==> src/rtl/serial_adder.sv <==
// Bit-serial adder/subtractor: one full-adder stage with a registered carry,
// LSB first, W cycles per operation, with a busy/done handshake.
module serial_adder #(
  parameter int W = 8
) (
  input  logic         clk,
  input  logic         rst,
  input  logic         start,
  input  logic         sub,
  input  logic [W-1:0] a,
  input  logic [W-1:0] b,
  input  logic         cin,
  output logic         busy,
  output logic         done,
  output logic [W-1:0] sum,
  output logic         cout
);

  localparam int CW = (W > 1) ? $clog2(W) : 1;

  typedef enum logic [1:0] {IDLE, RUN, FIN} state_t;

  state_t         state_reg, state_next;
  logic [W-1:0]   a_reg, a_next;
  logic [W-1:0]   b_reg, b_next;
  logic [W-1:0]   acc_reg, acc_next;
  logic [W-1:0]   sum_reg, sum_next;
  logic           c_reg, c_next;
  logic           cout_reg, cout_next;
  logic [CW-1:0]  cnt_reg, cnt_next;

  logic           s_bit;
  logic           c_bit;
  logic           last_bit;
  logic [W-1:0]   acc_shift;

  assign s_bit    = a_reg[0] ^ b_reg[0] ^ c_reg;
  assign c_bit    = (a_reg[0] & b_reg[0]) | (c_reg & (a_reg[0] ^ b_reg[0]));
  assign last_bit = (cnt_reg == CW'(W - 1));

  // New sum bit enters at the MSB so after W shifts bit 0 lands at the LSB.
  generate
    if (W == 1) begin : g_one
      assign acc_shift = s_bit;
    end else begin : g_multi
      assign acc_shift = {s_bit, acc_reg[W-1:1]};
    end
  endgenerate

  always_comb begin
    state_next = state_reg;
    a_next     = a_reg;
    b_next     = b_reg;
    acc_next   = acc_reg;
    sum_next   = sum_reg;
    c_next     = c_reg;
    cout_next  = cout_reg;
    cnt_next   = cnt_reg;
    case (state_reg)
      IDLE: begin
        if (start) begin
          a_next     = a;
          b_next     = sub ? ~b : b;
          c_next     = sub ? 1'b1 : cin;
          cnt_next   = '0;
          acc_next   = '0;
          state_next = RUN;
        end
      end
      RUN: begin
        a_next   = a_reg >> 1;
        b_next   = b_reg >> 1;
        c_next   = c_bit;
        acc_next = acc_shift;
        cnt_next = cnt_reg + CW'(1);
        if (last_bit) begin
          sum_next   = acc_shift;
          cout_next  = c_bit;
          state_next = FIN;
        end
      end
      FIN: begin
        state_next = IDLE;
      end
      default: begin
        state_next = IDLE;
      end
    endcase
  end

  always_ff @(posedge clk) begin
    if (rst) begin
      state_reg <= IDLE;
      a_reg     <= '0;
      b_reg     <= '0;
      acc_reg   <= '0;
      sum_reg   <= '0;
      c_reg     <= 1'b0;
      cout_reg  <= 1'b0;
      cnt_reg   <= '0;
    end else begin
      state_reg <= state_next;
      a_reg     <= a_next;
      b_reg     <= b_next;
      acc_reg   <= acc_next;
      sum_reg   <= sum_next;
      c_reg     <= c_next;
      cout_reg  <= cout_next;
      cnt_reg   <= cnt_next;
    end
  end

  assign busy = (state_reg == RUN);
  assign done = (state_reg == FIN);
  assign sum  = sum_reg;
  assign cout = cout_reg;

endmodule

==> config.mk <==
export PLATFORM = sky130hd
export DESIGN_NAME = serial_adder
export DESIGN_NICKNAME = d
export VERILOG_FILES = /design/src/rtl/serial_adder.sv
export SDC_FILE = /design/constraint.sdc
export NUM_CORES = 1
export LEC_CHECK = 0
export ABC_AREA = 1
export CAP_MARGIN = 10
export CORE_MARGIN = 5
export CORE_UTILIZATION = 38
export CTS_CLUSTER_SIZE = 28
export DETAILED_ROUTE_END_ITERATION = 8
export GPL_TIMING_DRIVEN = 0
export PLACE_DENSITY = 0.73
export SYNTH_ARGS = -nofsm -noshare
export SYNTH_HDL_FRONTEND = slang
export SYNTH_SLANG_ARGS = --single-unit
==> constraint.sdc <==
create_clock -name clk -period 1.07 [get_ports clk]
set_input_delay 0.1605 -clock clk [delete_from_list [all_inputs] [get_ports clk]]
set_output_delay 0.1605 -clock clk [all_outputs]
set_load 0.01 [all_outputs]
---- Yosys cells after proc, flatten, opt, wreduce, memory -nomap -nowiden ----
Cells that the tools add are included.
storage, ports and cells
  input bits .............................. 21
  logic and storage cells ................. 40
  register bits after elaboration ......... 39
cells by class
  bitwise gates (word level) .............. 6
  multiplexer cells ....................... 15
  equal/unequal tests ..................... 5
  add/subtract/negate cells ............... 1
  reduce and logical (&&, ||, !) cells .... 5
operators by type and width
  cell                   count
  $pmux W8 S2            3
  $mux W8                4
  $not A8 Y8             1
  $pmux W3 S2            1
  $reduce_and A2 Y1      3
  $mux W2                2
  $pmux W2 S2            1
  $add A3 B1 Y3 const B  1
  $eq A3 B3 Y1 const B   1
  $mux W3                1
  $and A1 B1 Y1          2
  $eq A2 B1 Y1 const B   1
  $eq A2 B2 Y1 const B   1
  $logic_not A2 Y1       1
  $mux W1                2
  $ne A2 B1 Y1 const B   1
  $ne A2 B2 Y1 const B   1
  $pmux W1 S2            1
  $reduce_bool A2 Y1     1
  $xor A1 B1 Y1          2
  $or A1 B1 Y1           1

---- Depth between registers and ports, before layout ----
  depth in word-level cells ............... 4
  depth in mapped cells ................... 8
  mapped depth without buffers ............ 7

---- Least setup slack after synthesis ----
Ideal clock, no wire load.
  path kind ............................... reg2reg
  start ................................... register cnt_reg[0]
  end ..................................... register cout_reg, in the netlist cout
  stages on the path, launching flop included .. 8
  setup slack ............................. -0.109 ns
  clock period less this slack ............ 1.179 ns
  arrival time ............................ 1.063 ns
  path through ............................ dfxtp_1 > ha_1 > ha_1 > nand2_1 > nor2_4 > inv_2 > nor2_1 > nor2_1
between the ends
  word-level cells in the longest chain between the ends .. 2
RTL lines
  item                         line  text
  from (decl)                  30    logic [CW-1:0] cnt_reg, cnt_next;
  from (signal assigned)       109   cnt_reg <= cnt_next;
  $eq A3 B3 Y1                 39    assign last_bit = (cnt_reg == CW'(W - 1));
  $reduce_and A2 Y1 (no line)  -
  to (signal assigned)         108   cout_reg <= cout_next;
  to (decl)                    29    logic cout_reg, cout_next;
No other way between the ends.
A chain may end at the register's enable or synchronous reset.

---- Worst setup path in the final report ----
  start ................................... register cnt_reg[1]
  end ..................................... register sum_reg[3], in the netlist sum[3]
between the ends
  word-level cells in the longest chain between the ends .. 2
RTL lines
  item                         line  text
  $eq A3 B3 Y1                 39
  $reduce_and A2 Y1 (no line)  -
  to (signal assigned)         106   sum_reg <= sum_next;
  to (decl)                    27    logic [W-1:0] sum_reg, sum_next;
No other way between the ends.

==> results_dict.tcl <==
set metrics [dict create \
    outcome "finished with violations" \
    violations "setup timing" \
    final_nets 338 \
    finalHoldViolations 0 \
    post_drt_wl_per_cell_um 13.6 \
    syn_inst 252 \
    cts_root_buf "clkbuf_8" \
    port_buffers 28 \
    p_total_w 0.00333 \
    avgSynthCellArea_um2 6.96 \
    multi_input_area_um2 1130 \
    ir_worst_vdd_v 0.000786 \
    vias 1779 \
    drtAntennaViolNets 0 \
    arrival_ns 1.55 \
    clockBufferDepth 2 \
    dieHeight_um 77.9 \
    ys_warn_count 0 \
    numCtsBuffers 5 \
    cap_violations 0 \
    post-dp-hpwl_um 2680 \
    nFillCells 368 \
    setup_ws_ns -0.282 \
    regArea_um2 777 \
    cp-start-kind "register" \
    io_pins 32 \
    grt_pass1_wl_um 7730 \
    min_period_ns 1.35 \
    insertion_delay_ns 0.30 \
    cts.sinks 38 \
    antenna_found_initial 0 \
    core_um2 4410 \
    min_path_type "in -> reg" \
    area_growth_pct 60.6 \
    end_kind "register" \
    p_per_area_nw_per_um2 1180 \
    drive_gt1_share_pct 40.0 \
    synth_top_cell_area_share_pct 43.4 \
    skew_ns 0.0103 \
    tritoncts "done" \
    synth_seq_cells 38 \
    grt_pass1_vias 1734 \
    die_area_um2 6070 \
    syn-num-nets 276 \
    dieWidth_um 77.9 \
    drt_iter0_drc 132 \
    drc 0 \
    fin_crit_sh_pct 126 \
    cellLeakagePower_nw 1.32 \
    maxSlewViolCount 0 \
    synth_area_um2 1750 \
    worstSetupPathType "reg -> reg" \
    num_antenna_cells 0 \
    ys_types 21 \
    critPathRequiredTime_ns 1.27 \
    setup_viol 40 \
    htreeDepth 2 \
    synth_seq_area_share_pct 43.4 \
    worstMarginPinSlew_ns 0.628 \
    hold_buffers 0 \
    globalRouteOverflowTotal 0 \
    synth_top_area_cell "dfxtp_1" \
    synthTopCellsByArea "dfxtp_1 43%, nand2_1 18%, nor2_1 7.9%" \
    rsz0062_at_grt "yes" \
    vias_per_cell 4.85 \
    clk_pin_slew_ns 0.08 \
    start_util_pct 39.7 \
    grt_max_degree 14 \
    fmax_ghz 0.739 \
    utilization_pct 63.8 \
    rows 24 \
    drt_wl_total_um 4970 \
    grt_usage_pct 15.6 \
    max_slew_margin_pct 58.2 \
    gp_congestion 0.746 \
    dp_slack_ns -0.507 \
    dr.pass1.iters 4 \
    critPathMaxFanout 5 \
]
-- cell usage after synthesis, drive strengths merged --
| cell type | instances |
|---|---|
| ha | 2 |
| fa | 1 |
| nand3 | 23 |
| nand2 | 86 |
| buf | 9 |
| o21ai | 13 |
| xor2 | 1 |
| clkbuf | 2 |
| inv | 22 |
| nor2 | 42 |
| a21oi | 13 |
| dfxtp | 38 |
-- timing repair --
| item | 4_1_cts | 5_1_grt |
|---|---|---|
| setup buffers | 19 | 5 |
| setup endpoints to repair | 48 | 49 |
| resized for setup | 59 | 84 |
| pin swaps | 16 | 22 |
| cloned | 3 | 3 |
-- path summary, 6_finish.rpt --
| kind | end | slack (ns) | cells past startpoint | startpoint |
|---|---|---|---|---|
| worst min-delay path | acc_reg[3]$_SDFFE_PP0P_ | 0.17 | 2 | rst |
| worst min register to register | c_reg$_SDFFE_PP0P_ | 0.48 | 2 | c_reg$_SDFFE_PP0P_ |
| worst max-delay path | sum[3]$_SDFFE_PP0P_ | -0.28 | 7 | cnt_reg[1]$_SDFFE_PP0P_ |
| worst max register to register | sum[3]$_SDFFE_PP0P_ | -0.28 | 7 | cnt_reg[1]$_SDFFE_PP0P_ |
-- kinds of logic after synthesis --
logic type	share of synthesized area (%)
AOI/OAI and AO/OA	8.07
and+or+nand+nor	36.3
adders and majority gates	2.57
DFF	43.4
buffers and inverters	9.21
xor gates and xnor gates	0.500
-- layer usage --
| metal | vias up | track usage, % | wire, µm |
|---|---|---|---|
| met5 | - | 0 | 0 |
| met4 | 0 | 4.56 | 57 |
| met3 | 5 | 4.28 | 228 |
| met2 | 41 | 25.5 | 2530 |
| met1 | 823 | 19.9 | 2160 |
| li1 | 910 | - | - |
-- critical path, cell delays in order, from the launching register on --
cell and delay [ns]:
dfxtp_2 0.36, ha_4 0.14, ha_4 0.14, nand2_4 0.05, nor2_4 0.21, clkinvlp_4 0.18, nor2_1 0.11, nor2_1 0.05
-- final cells by class --
type	count	share of cell area (%)
well taps	52	2.31
repair buffers	54	20.1
clock inverters	3	1.60
repair inverters	1	0.267
clock buffers	5	2.44
inverters	22	3.47
flip-flops and latches	38	27.6
multi-input cells	183	40.0
plain buffers	9	2.18
-- report_power, final --
group | switching, W | total [W] | internal, W
Sequential | 0.0000440 | 0.00151 | 0.00146
Combinational | 0.000301 | 0.000587 | 0.000286
Clock | 0.000537 | 0.00123 | 0.000693
-- cells in the final DEF (no fill, tap or decap), types with 2 or more instances in the layout --
| master | netlist | routed |
|---|---|---|
| a21oi_1 | 13 | 3 |
| nand2_4 | 2 | 9 |
| o21ai_2 | 0 | 4 |
| nor2_4 | 2 | 7 |
| inv_1 | 19 | 19 |
| clkdlybuf4s50_1 | 0 | 17 |
| buf_8 | 0 | 3 |
| ha_4 | 0 | 2 |
| nand2_1 | 83 | 68 |
| dfxtp_2 | 0 | 7 |
| dfxtp_4 | 0 | 2 |
| dfxtp_1 | 38 | 29 |
| clkbuf_2 | 0 | 3 |
| o21ai_0 | 12 | 5 |
| o21ai_1 | 0 | 3 |
| clkbuf_8 | 0 | 5 |
| clkinvlp_4 | 0 | 3 |
| nor2_1 | 37 | 27 |
| clkbuf_1 | 2 | 2 |
| inv_6 | 0 | 3 |
| a21oi_2 | 0 | 10 |
| clkdlybuf4s15_2 | 0 | 4 |
| nand2_8 | 0 | 2 |
| buf_6 | 3 | 21 |
| nor2_2 | 3 | 9 |
| buf_4 | 2 | 6 |
| nand3_2 | 0 | 11 |
| nand2_2 | 1 | 8 |
| nand3_1 | 23 | 12 |
| buf_2 | 4 | 4 |
-- through the flow --
stage               area (µm²)  cells  hold slack (ns)  setup TNS, ns
floorplan                 1790    252            0.303         -0.695
global placement          2130    332            0.449          -4.08
detailed placement        2130    332            0.452          -4.43
CTS                       2510    362            0.132          -5.25
global route              2820    367            0.169          -8.22
finish                    2820    367            0.166          -5.79
Note: power is estimated with default switching activity, not from simulation.
